[config.mk]
export PLATFORM = sky130hd
export DESIGN_NAME = mem_access_ahb
export DESIGN_NICKNAME = d
export VERILOG_FILES = /design/src/rtl/mem_access_ahb_pkg.sv /design/src/rtl/mem_access_ahb_lane_align.sv /design/src/rtl/mem_access_ahb.sv
export SDC_FILE = /design/constraint.sdc
export NUM_CORES = 1
export LEC_CHECK = 0
export CAP_MARGIN = 10
export CORE_ASPECT_RATIO = 0.9
export CORE_MARGIN = 2
export CORE_UTILIZATION = 51
export CTS_BUF_LIST = sky130_fd_sc_hd__clkbuf_4 sky130_fd_sc_hd__clkbuf_8
export DETAILED_ROUTE_END_ITERATION = 6
export HOLD_SLACK_MARGIN = 0.12
export PLACE_DENSITY = 0.86
export SLEW_MARGIN = 20
export SYNTH_ARGS = -nofsm -noshare
export SYNTH_HDL_FRONTEND = slang
export SYNTH_HIERARCHICAL = 1
export SYNTH_SLANG_ARGS = --single-unit
[constraint.sdc]
create_clock -name CLK -period 5.8 [get_ports CLK]
set_input_delay 1.74 -clock CLK [delete_from_list [all_inputs] [get_ports CLK]]
set_output_delay 1.74 -clock CLK [all_outputs]
set_load 0.01 [all_outputs]
[src/rtl/mem_access_ahb_pkg.sv]
// Shared encodings for the AHB-Lite memory stage: funct3 codes, bus
// encodings, FSM states and the funct3 -> transfer size helper.
package mem_pkg;

    localparam logic [2:0] F3_B  = 3'b000;
    localparam logic [2:0] F3_H  = 3'b001;
    localparam logic [2:0] F3_W  = 3'b010;
    localparam logic [2:0] F3_D  = 3'b011;
    localparam logic [2:0] F3_BU = 3'b100;
    localparam logic [2:0] F3_HU = 3'b101;
    localparam logic [2:0] F3_WU = 3'b110;

    localparam logic [1:0] HTRANS_IDLE   = 2'b00;
    localparam logic [1:0] HTRANS_NONSEQ = 2'b10;

    localparam logic [2:0] HSIZE_B = 3'b000;
    localparam logic [2:0] HSIZE_H = 3'b001;
    localparam logic [2:0] HSIZE_W = 3'b010;
    localparam logic [2:0] HSIZE_D = 3'b011;

    typedef enum logic [2:0] {
        S_IDLE,
        S_ADDR,
        S_DATA,
        S_WADDR,
        S_WDATA,
        S_DONE
    } state_t;

    // The low two funct3 bits are log2 of the access size in bytes.
    function automatic logic [2:0] size_of(input logic [2:0] funct3);
        return {1'b0, funct3[1:0]};
    endfunction

endpackage

[src/rtl/mem_access_ahb_lane_align.sv]
// Byte-lane steering between the register view and the bus view:
// load extract + sign/zero extend, RMW merge, and direct-store replication.
module mem_lane_align
    import mem_pkg::*;
#(
    parameter int XLEN = 32,
    parameter int OW   = $clog2(XLEN/8)
) (
    input  logic [XLEN-1:0] rdata,
    input  logic [XLEN-1:0] wdata,
    input  logic [OW-1:0]   off,
    input  logic [2:0]      funct3,
    output logic [XLEN-1:0] load_val,
    output logic [XLEN-1:0] merged,
    output logic [XLEN-1:0] repl
);

    localparam logic [2:0] MAX_SZ = (XLEN == 64) ? HSIZE_D : HSIZE_W;

    logic [2:0]      sz;
    logic [XLEN-1:0] rsh;
    logic [XLEN-1:0] lane_mask;
    logic [XLEN-1:0] mask;

    // Steer the addressed lane down for loads and the store data up for merges.
    always_comb begin
        sz = size_of(funct3);
        if (sz > MAX_SZ) sz = MAX_SZ;
        rsh       = rdata >> {off, 3'b000};
        load_val  = rsh;
        lane_mask = '1;
        repl      = wdata;
        case (sz)
            HSIZE_B: begin
                load_val  = funct3[2] ? XLEN'(rsh[7:0]) : XLEN'($signed(rsh[7:0]));
                lane_mask = XLEN'(8'hFF);
                repl      = {(XLEN/8){wdata[7:0]}};
            end
            HSIZE_H: begin
                load_val  = funct3[2] ? XLEN'(rsh[15:0]) : XLEN'($signed(rsh[15:0]));
                lane_mask = XLEN'(16'hFFFF);
                repl      = {(XLEN/16){wdata[15:0]}};
            end
            HSIZE_W: begin
                load_val  = funct3[2] ? XLEN'(rsh[31:0]) : XLEN'($signed(rsh[31:0]));
                lane_mask = XLEN'(32'hFFFF_FFFF);
                repl      = {(XLEN/32){wdata[31:0]}};
            end
            default: ;
        endcase
        mask   = lane_mask << {off, 3'b000};
        merged = (rdata & ~mask) | ((wdata << {off, 3'b000}) & mask);
    end

endmodule

[src/rtl/mem_access_ahb.sv]
// Execute-to-writeback memory stage issuing RV loads/stores as AHB-Lite
// transfers, with optional read-modify-write for sub-word stores,
// misalignment trapping and branch-shadow squashing.
module mem_access_ahb
    import mem_pkg::*;
#(
    parameter int XLEN          = 32,
    parameter int AW            = 32,
    parameter int RW            = 5,
    parameter int RMW_STORES    = 1,
    parameter int MISALIGN_TRAP = 1
) (
    input  logic            CLK,
    input  logic            RESET,
    input  logic            req_i,
    input  logic            mem_en_i,
    input  logic            load_i,
    input  logic [2:0]      funct3_i,
    input  logic [AW-1:0]   addr_i,
    input  logic [XLEN-1:0] wdata_i,
    input  logic [XLEN-1:0] alu_res_i,
    input  logic [RW-1:0]   rd_i,
    input  logic            wb_i,
    input  logic            branch_i,
    input  logic [AW-1:0]   branch_off_i,
    input  logic [AW-1:0]   pc_i,
    output logic            busy_o,
    output logic [AW-1:0]   HADDR,
    output logic [1:0]      HTRANS,
    output logic            HWRITE,
    output logic [2:0]      HSIZE,
    output logic [XLEN-1:0] HWDATA,
    input  logic [XLEN-1:0] HRDATA,
    input  logic            HREADY,
    input  logic            HRESP,
    output logic            valid_o,
    output logic [XLEN-1:0] res_o,
    output logic [RW-1:0]   rd_o,
    output logic            wb_en_o,
    output logic            take_branch_o,
    output logic [AW-1:0]   branch_off_o,
    output logic [AW-1:0]   pc_o,
    output logic            misalign_o,
    output logic            bus_err_o
);

    localparam int         NB       = XLEN/8;
    localparam int         OW       = $clog2(NB);
    localparam logic [2:0] BUS_SIZE = (XLEN == 64) ? HSIZE_D : HSIZE_W;

    state_t state, next_state;

    // Operation latched at accept, consumed by the later bus phases.
    logic            load_q, wb_q, rmw_q;
    logic [2:0]      f3_q;
    logic [OW-1:0]   off_q;
    logic [RW-1:0]   rd_q;
    logic [XLEN-1:0] wdata_q;

    logic            accept, squash, misaligned, trap, mem_go, rmw_in;
    logic [2:0]      sz_in;
    logic [AW-1:0]   addr_eff, bus_addr;
    logic [XLEN-1:0] load_val, merged, repl;

    assign busy_o     = (state != S_IDLE);
    assign accept     = req_i && (state == S_IDLE);
    // The instruction in the shadow of a taken branch must not take effect.
    assign squash     = take_branch_o;
    assign sz_in      = size_of(funct3_i);
    assign misaligned = (sz_in == HSIZE_H && addr_i[0]) ||
                        (sz_in == HSIZE_W && addr_i[1:0] != 2'b00) ||
                        (sz_in == HSIZE_D && addr_i[2:0] != 3'b000);
    assign trap       = (MISALIGN_TRAP != 0) && misaligned;
    assign mem_go     = accept && !squash && mem_en_i && !trap;
    // Sub-bus stores go through a full-bus read then write when RMW is on.
    assign rmw_in     = (RMW_STORES != 0) && !load_i && (sz_in < BUS_SIZE);
    // Without trapping, a misaligned address simply loses its low bits.
    assign addr_eff   = addr_i & ~((AW'(1) << sz_in) - AW'(1));
    assign bus_addr   = rmw_in ? (addr_i & ~AW'(NB-1)) : addr_eff;

    mem_lane_align #(.XLEN(XLEN), .OW(OW)) u_align (
        .rdata    (HRDATA),
        .wdata    (wdata_q),
        .off      (off_q),
        .funct3   (f3_q),
        .load_val (load_val),
        .merged   (merged),
        .repl     (repl)
    );

    // State register.
    always_ff @(posedge CLK) begin
        if (RESET) state <= S_IDLE;
        else       state <= next_state;
    end

    // Next-state: each bus phase advances only on HREADY.
    always_comb begin
        next_state = state;
        case (state)
            S_IDLE:  if (mem_go) next_state = S_ADDR;
            S_ADDR:  if (HREADY) next_state = S_DATA;
            S_DATA:  if (HREADY) next_state = (rmw_q && !HRESP) ? S_WADDR : S_DONE;
            S_WADDR: if (HREADY) next_state = S_WDATA;
            S_WDATA: if (HREADY) next_state = S_DONE;
            S_DONE:  next_state = S_IDLE;
            default: next_state = S_IDLE;
        endcase
    end

    // Registered bus outputs, writeback results and latched operation fields.
    always_ff @(posedge CLK) begin
        if (RESET) begin
            HTRANS        <= HTRANS_IDLE;
            HWRITE        <= 1'b0;
            HADDR         <= '0;
            HWDATA        <= '0;
            HSIZE         <= HSIZE_B;
            valid_o       <= 1'b0;
            wb_en_o       <= 1'b0;
            take_branch_o <= 1'b0;
            misalign_o    <= 1'b0;
            bus_err_o     <= 1'b0;
            res_o         <= '0;
            rd_o          <= '0;
            branch_off_o  <= '0;
            pc_o          <= '0;
            load_q        <= 1'b0;
            wb_q          <= 1'b0;
            rmw_q         <= 1'b0;
            f3_q          <= '0;
            off_q         <= '0;
            rd_q          <= '0;
            wdata_q       <= '0;
        end else begin
            valid_o    <= 1'b0;
            wb_en_o    <= 1'b0;
            misalign_o <= 1'b0;
            bus_err_o  <= 1'b0;
            if (accept) begin
                take_branch_o <= branch_i && (alu_res_i == XLEN'(1)) && !squash;
                branch_off_o  <= branch_off_i;
                pc_o          <= pc_i;
                load_q        <= load_i;
                wb_q          <= wb_i;
                rmw_q         <= rmw_in;
                f3_q          <= funct3_i;
                off_q         <= addr_eff[OW-1:0];
                rd_q          <= rd_i;
                wdata_q       <= wdata_i;
                if (squash) begin
                    valid_o <= 1'b1;
                    rd_o    <= '0;
                end else if (!mem_en_i) begin
                    valid_o <= 1'b1;
                    res_o   <= alu_res_i;
                    rd_o    <= rd_i;
                    wb_en_o <= wb_i;
                end else if (trap) begin
                    valid_o    <= 1'b1;
                    misalign_o <= 1'b1;
                    rd_o       <= rd_i;
                end else begin
                    HTRANS <= HTRANS_NONSEQ;
                    HADDR  <= bus_addr;
                    HWRITE <= !load_i && !rmw_in;
                    HSIZE  <= rmw_in ? BUS_SIZE : sz_in;
                end
            end
            case (state)
                S_ADDR: if (HREADY) begin
                    HTRANS <= HTRANS_IDLE;
                    if (HWRITE) HWDATA <= repl;
                end
                S_DATA: if (HREADY) begin
                    if (HRESP) begin
                        valid_o   <= 1'b1;
                        bus_err_o <= 1'b1;
                        rd_o      <= rd_q;
                    end else if (rmw_q) begin
                        // Write phase reuses the word-aligned HADDR of the read.
                        HTRANS <= HTRANS_NONSEQ;
                        HWRITE <= 1'b1;
                        HSIZE  <= BUS_SIZE;
                        HWDATA <= merged;
                    end else begin
                        valid_o <= 1'b1;
                        wb_en_o <= wb_q && load_q;
                        rd_o    <= rd_q;
                        if (load_q) res_o <= load_val;
                    end
                end
                S_WADDR: if (HREADY) HTRANS <= HTRANS_IDLE;
                S_WDATA: if (HREADY) begin
                    valid_o   <= 1'b1;
                    bus_err_o <= HRESP;
                    rd_o      <= rd_q;
                end
                default: ;
            endcase
        end
    end

endmodule

### After elaboration in Yosys (flattened, before gate mapping)

Index checks and enable logic that the tools add are counted.

| cells by class | value |
|---|---|
| reduce and logical (&&, ||, !) cells | 31 |
| $mul | 0 |
| shifts and indexed selects | 4 |
| equal/unequal tests | 17 |
| bitwise gates (word level) | 10 |
| $add $sub $neg | 1 |
| $lt $le $gt $ge | 2 |
| multiplexer cells | 83 |
| divide/modulo/power cells | 0 |

Operator list:

| operator | number |
|---|---|
| 2-to-1 mux 32 bit | 16 |
| one-hot mux 32 bit (2 select lines) | 4 |
| bitwise AND 32 bit | 3 |
| inverter 32 bit | 2 |
| left shift 32 x 5 -> 32 bit | 2 |
| 2-to-1 mux 3 bit | 14 |
| 2-to-1 mux 5 bit | 8 |
| == test 32 x 1 -> 1 bit, second input constant | 1 |
| bitwise OR 32 bit | 1 |
| left shift 1 x 2 -> 32 bit, first input constant | 1 |
| >> shifter 32 x 5 -> 32 bit | 1 |
| subtractor 32 x 1 -> 32 bit, second input constant | 1 |
| 2-to-1 mux 1 bit | 26 |
| 2-to-1 mux 2 bit | 10 |
| inequality test 2 bit, second input constant | 8 |
| one-hot mux 3 bit (5 select lines) | 1 |
| logical AND 1 bit | 13 |
| one-hot mux 5 bit (2 select lines) | 1 |
| == test 3 x 1 -> 1 bit, second input constant | 2 |
| == test 3 x 2 -> 1 bit, second input constant | 2 |
| zero test 3 bit | 2 |
| AND reduction 6 bit | 1 |
| nonzero test 3 bit | 2 |
| zero test 1 bit | 5 |
| 14 further kinds | 21 |

| storage, ports and cells | value |
|---|---|
| register bits | 224 |
| bits in writable memories | 0 |
| memories kept | 0 |
| word-level logic and storage cells | 170 |
| bits in latches | 0 |
| bits of input ports | 209 |
| ROM bits | 0 |

### Longest topological paths before layout

Gate-level depths: netlist of the first run.

| logic depth | value |
|---|---|
| depth in word-level cells | 12 |
| mapped depth | 8 |
| depth with buffers taken out | 5 |

### Cells and area by module

The synthesis of the first run kept the hierarchy.

By module, submodules not included:

| module | area an instance (sq um) | cells an instance | seq. area each (sq um) | instances |
|---|---|---|---|---|
| mem_access_ahb | 9014.9 | 1080 | 4484.3 | 1 |
| mem_lane_align | 2152.1 | 256 | 0.0 | 1 |

### Least setup slack after synthesis of the first run

No wires, ideal clock.

| path | value |
|---|---|
| path type | input -> register |
| start | input port req_i |
| end | register res_o[12] |
| stages | 6 |
| data arrival time | 2.967 ns |
| setup slack | 2.675 ns |
| path buffers | 2 |
| path through | or4b_1 > or3_1 > clkbuf_1 > clkbuf_1 > nand2_1 > a311oi_2 |

| between the ends | value |
|---|---|
| word-level cells in the longest chain between the ends | 7 |

RTL lines:

| what | line | text |
|---|---|---|
| start: declaration | mem_access_ahb.sv:15 | `input logic req_i,` |
| logical AND 1 bit * | mem_access_ahb.sv:66 | `assign accept = req_i && (state == S_IDLE);` |
| 2-to-1 mux 32 bit * | mem_access_ahb.sv:140 | `if (accept) begin` |
| 2-to-1 mux 32 bit | mem_access_ahb.sv:190 | `if (load_q) res_o <= load_val;` |
| 2-to-1 mux 32 bit | mem_access_ahb.sv:180 | `end else if (rmw_q) begin` |
| 2-to-1 mux 32 bit | mem_access_ahb.sv:176 | `if (HRESP) begin` |
| 2-to-1 mux 32 bit | mem_access_ahb.sv:175 | `S_DATA: if (HREADY) begin` |
| 2-to-1 mux 32 bit * | mem_access_ahb.sv:170 | `case (state)` |
| end signal: assignment | mem_access_ahb.sv:156 | `res_o <= alu_res_i;` |
| end signal: assignment | mem_access_ahb.sv:190 |  |
| end: declaration | mem_access_ahb.sv:37 | `output logic [XLEN-1:0] res_o,` |

Every way passes the cells marked *; elsewhere a longest branch is shown, timed or not.
A chain may end at the register's enable or synchronous reset.

### Worst setup path after layout of the first run

| path | value |
|---|---|
| start | register state[0] |
| end | output port busy_o |

| between the ends | value |
|---|---|
| word-level cells in the longest chain between the ends | 1 |

RTL lines:

| what | line | text |
|---|---|---|
| start: declaration | mem_access_ahb.sv:51 | `state_t state, next_state;` |
| start signal: assignment | mem_access_ahb.sv:94 | `else state <= next_state;` |
| nonzero test 3 bit | mem_access_ahb.sv:65 | `assign busy_o = (state != S_IDLE);` |
| end: declaration | mem_access_ahb.sv:27 | `output logic busy_o,` |

Every way passes these cells.

==> reports/results.tsv, run 1 <==
metric	value	unit
grt_first_pass_wirelength	58470	um
use_met1	0.3741	
h-tree-depth	2	
row_count	51	
period_share	0.6429	
seqPwrFrac	0.429	
grt_pass1_vias	11010	
rsz0062_at_grt	no	
max_slew.worst_pin.slew	0.9591	ns
vias_per_cell	5.833	
synth-edff-count	0	
yosys_warnings	6	
yosysTopAreaCellShare	0.4016	
cts_inserted_buffers	39	
clock_skew	0.02235	ns
power_density	251.7	mW/mm2
vias	11460	
port_buffers	385	
ys_seq_area_frac	0.4016	
switchingPower	1.091	mW
r2r_end	res_o[25]	
hpwlAfterDp	26930	um
max_slew_margin	0.3597	
period_minus_slack	3.729	ns
track_usage	0.3156	
grt_util_met2	0.5272	
drt_first_pass_iters	5	
vdd_drop_max	0.2359	mV
drtIter0Drc	711	
nets	1863	
area_growth	40.48	%
swShare	0.2762	
p_leak	5.482	nW
cp-startpoint	state[0]	
clk_pin_slew	0.06	ns
postSynthAreaPerCell	8.359	um2
ys_top_cells_by_area	dfxtp_1, nand2_1, mux2_2, a21oi_1, mux2i_1	
outcome	complete, no violations	
yosys.cell_types.count	66	
clk_latency	0.53	ns
drc	0	
setup_violations	0	
slew_viol_final	0	
min_path_type	reg2reg	
cp-start-kind	flip-flop	
grt_util_met3	0.09607	
drv_cap	0	
cts_setup_buffers	0	
rr_worst_depth	5	
critPathMaxFanout	15	
grt_max_degree	76	
synth_seq_cells	224	
busiest_layer	met2	
synth-main-ff-cell	dfxtp_1	
layout-drive-gt1-share	0.1243	
io-pin-count	386	
die_w	160.0	um
critPathKind	reg2out	
yosysTopAreaCell	dfxtp_1	
antenna_found_initial	2	
die_y	144.4	um
cts_buffer_depth	3	
clock_sinks	224	
start_util	0.5178	
cts_resized	0	
gr-total-overflow	0	
place_congestion	0.8782	
power.share.combinational	0.197	
wl	38450	um
cp-endpoint	busy_o	
power.total	3.948	mW
syn_inst	1336	
syn_area	0.01117	mm2
cts_root_buffer	clkbuf_8	
hold_buffers	0	
synth_nets	1546	
cp.arrival	1.99	ns
async_flop_share	0	
cp_data_required_time	4.06	ns
r2r-start	f3_q[0]	
reg2reg_setup_slack	3.06	ns
min_path_cells	2	
clkPwrFrac	0.374	
critPathCaptureType	output port	
wl_per_cell	19.57	um
die_area	0.02310	mm2
tns	0	ns
p_int	2.858	mW
tritoncts	built	
core-area	0.02157	mm2
ant_nets	0	
clock.fmax	268.2	MHz
hold_viol	0	
-- worst min-delay path by stage --
stage	to	start	slack, ns
global route	pc_o[20]	pc_o[20]	0.47
global placement	HTRANS[0]	HTRANS[0]	0.43
floorplan	f3_q[0]	f3_q[0]	0.43
finish	pc_o[20]	pc_o[20]	0.45
detailed placement	pc_o[20]	pc_o[20]	0.45
CTS	pc_o[20]	pc_o[20]	0.45
-- synthesized netlist by cell type (5+ instances only) --
cell type / count
nand2_1: 325
nand2b_1: 6
nand4_1: 35
nand3_1: 18
a211oi_1: 33
buf_2: 28
buf_1: 5
o2bb2ai_1: 8
nand4b_1: 6
o31ai_1: 5
nor2_1: 78
inv_1: 6
a21oi_1: 155
buf_6: 7
mux2i_1: 71
mux2_2: 69
buf_4: 13
a311oi_2: 29
clkbuf_1: 72
o21ai_0: 52
nor2b_1: 7
dfxtp_1: 224
a41oi_1: 5
nor4_1: 9
nand3b_1: 5
-- kinds of logic (layout without fill, tap and decap cells) --
kind of cell | Yosys count | after routing | synth area share
AOI/OAI and AO/OA | 314 | 314 | 0.1914
xor gates and xnor gates | 1 | 1 | 0.0007845
adders and majority gates | 1 | 1 | 0.001120
buffers and inverters | 133 | 470 | 0.05837
DFF | 224 | 224 | 0.4016
muxes | 144 | 144 | 0.1383
other | 0 | 1 | 0
and+or+nand+nor | 519 | 519 | 0.2085
-- cell usage in the layout, fill, tap and decap left out, types with 3 or more instances in the layout --
cell type / n
a211oi_1: 33
a21oi_1: 155
a221oi_1: 4
a221oi_2: 3
a311oi_1: 3
a311oi_2: 29
a41oi_1: 5
buf_4: 16
clkbuf_4: 9
clkbuf_8: 45
clkdlybuf4s50_1: 384
clkinv_2: 4
dfxtp_1: 222
inv_1: 6
mux2_2: 69
mux2_4: 3
mux2i_1: 71
nand2_1: 325
nand2b_1: 6
nand3_1: 18
nand3b_1: 5
nand4_1: 35
nand4b_1: 6
nor2_1: 78
nor2_2: 3
nor2b_1: 7
nor4_1: 9
o21ai_0: 52
o2bb2ai_1: 8
o31ai_1: 5
or4_1: 4
-- sequential cells by signal, indices dropped and copies added, names as in the netlist, 5 cells and up --
signal        count
HADDR            32
HWDATA           32
branch_off_o     32
pc_o             32
rd_o              5
rd_q              5
res_o            32
wdata_q          32
-- critical path, cell delays in order, from the launching register on --
cell	delay, ns
dfxtp_1	0.71
or3_1	0.19
clkdlybuf4s50_1	0.57
-- per-stage QoR --
stage	hold slack [ns]	setup slack (ns)	utilization	area (um2)	std cells
detailed placement	0.4457	1.316	0.6905	14890	1902
CTS	0.4533	1.878	0.7264	15670	1963
global placement	0.4335	1.368	0.6905	14890	1902
global route	0.4678	1.974	0.7273	15690	1965
floorplan	0.4330	2.675	-	11170	1336
finish	0.4524	2.071	0.7273	15690	1965
-- area by class of cell --
cell class              count  area [um2]
flip-flops and latches    224        4489
diodes                      1       2.502
clock inverters             7       87.58
repair buffers            402        3990
inverters                   7       26.28
fillers                  1647        5881
multi-input cells         979        6041
well taps                 291       364.1
clock buffers              54       686.9
-- layer usage --
metal | wire length [um] | up-vias
li1 | - | 5342
met1 | 14840 | 5366
met2 | 18050 | 611
met3 | 3741 | 140
met4 | 1802 | 2
met5 | 13 | -
-- power groups by stage --
stage          sequential, mW  combinational (mW)  clock (mW)
2_1_floorplan            1.72               0.394           0
3_3_place_gp             1.72               0.750           0
3_5_place_dp             1.72               0.763           0
4_1_cts                  1.69               0.768        1.50
5_1_grt                  1.70               0.833        1.57
6_report                 1.69               0.777        1.48
No activity file was read; power rests on OpenSTA's default activity.
==> run 2, diff against run 1 <==
Settings changed: CORE_UTILIZATION 51 to 47, PLACE_DENSITY 0.86 to 0.8.
Clock period 5.8 ns to 3.53 ns, I/O delays scaled along.
==> run 2 against run 1 <==
Compared with the run above: total power increased by 67%; cell count increased by 1.6%; die area increased by 8.3%; hold slack got worse by 0.0056 ns; register-to-register slack got worse by 2.0 ns; largest cell class unchanged.
==> reports/results.tsv, run 2 (synthesis results as in run 1) <==
metric	value	unit
row_count	53	
whs_endpoint	HTRANS[0]	
nets	1873	
clock_skew	0.02031	ns
min_path_cells	2	
drc	0	
cts_resized	0	
area_growth	42.18	%
crit_slowest_cell	dfxtp_1	
ant_nets	0	
max_stage_delay	0.66	ns
cts_buffer_depth	3	
hold_buffers	0	
vdd_drop_max	0.3098	mV
drtIter0Drc	831	
p_leak	5.582	nW
period_share	0.8536	
whs	0.4468	ns
max_slew_margin	0.3757	
grt_first_pass_wirelength	59510	um
power_density	415.0	mW/mm2
port_buffers	385	
holdCritStartpoint	HTRANS[0]	
h-tree-depth	2	
rsz0062_at_grt	no	
drv_cap	0	
clk_latency	0.54	ns
tritoncts	built	
drt_first_pass_iters	6	
final_cell_mix	clkdlybuf4s50_1, nand2_1, dfxtp_1	
reg2reg_setup_slack	1.09	ns
setup_violations	0	
start_util	0.4784	
rr_worst_depth	6	
cp.arrival	1.95	ns
grt_pass1_vias	11160	
die_y	150.2	um
layout-drive-gt1-share	0.1320	
critPathKind	reg2out	
wl_per_cell	19.43	um
vias_per_cell	5.655	
cts_inserted_buffers	39	
hold_viol	0	
final_common_cell	clkdlybuf4s50_1	
crit_chain	or3_1 -> clkdlybuf4s50_1	
tns	0	ns
grt_max_degree	115	
die_area	0.02501	mm2
r2r_end	HWDATA[21]	
outcome	complete, no violations	
gr-total-overflow	0	
vias	11290	
max_slew.worst_pin.slew	0.9352	ns
place_area	0.01505	mm2
clock.fmax	331.9	MHz
core-area	0.02334	mm2
min_path_type	reg2reg	
track_usage	0.2955	
finalInstanceArea	0.01588	mm2
clk_pin_slew	0.06	ns
critPathTopFamily	flip-flops	
path_buf_inv	1	
die_w	166.5	um
wl	38780	um
cp_data_required_time	2.47	ns
cp-start-kind	flip-flop	
hpwlAfterDp	27280	um
cts_setup_buffers	0	
slew_viol_final	0	
place_congestion	0.8668	
critPathMaxFanout	15	
critPathCaptureType	output port	
antenna_found_initial	3	
cts_root_buffer	clkbuf_8	
io-pin-count	386	
clock_sinks	224	
r2r-start	off_q[1]	
period_minus_slack	3.013	ns
## run 2: worst max path at each step
stage                           end   startpoint  depth (start not counted)
final                        busy_o     state[0]                          2
after global routing         busy_o     state[0]                          2
after CTS                    busy_o     state[0]                          2
after detailed placement    rd_o[4]  funct3_i[1]                          6
after global placement      rd_o[0]  funct3_i[1]                          6
after floorplan           res_o[12]        req_i                          6
## run 2: layout make-up
| cell class | count | area [um2] |
|---|---|---|
| Sequential cell | 224 | 4487 |
| Multi-Input combinational cell | 979 | 6040 |
| Fill cell | 1835 | 7465 |
| Clock inverter | 5 | 56.30 |
| Inverter | 7 | 26.28 |
| Timing Repair Buffer | 412 | 4120 |
| Tap cell | 302 | 377.9 |
| Antenna cell | 4 | 10.01 |
| Clock buffer | 63 | 760.7 |
## run 2: worst register-to-register path, delay by kind of cell (launching register included)
family          cells  cell delay (ns)
mux                 3             0.80
compound gates      2             0.21
flops               1             0.88
buf+inv             1             0.42
## run 2: metrics by stage
step	std cells	worst slack (ns)	power, mW	utilization
finish	1996	0.5169	6.590	0.6802
global route	1994	0.4237	6.835	0.6800
CTS	1992	0.4867	6.614	0.6798
detailed placement	1924	0.3891	4.107	0.6448
global placement	1924	0.5007	4.088	0.6448
floorplan	1336	1.086	3.482	-
## run 2: routing by layer
metal	routed length [um]	track usage
met1	15280	0.3458
met2	18590	0.5010
met3	3254	0.08675
met4	1663	0.1418
met5	0	0
## run 2: where the power goes
part | switching (mW) | internal [mW]
Combinational | 0.636 | 0.659
Sequential | 0.122 | 2.66
Clock | 1.08 | 1.43
Total | 1.83 | 4.76
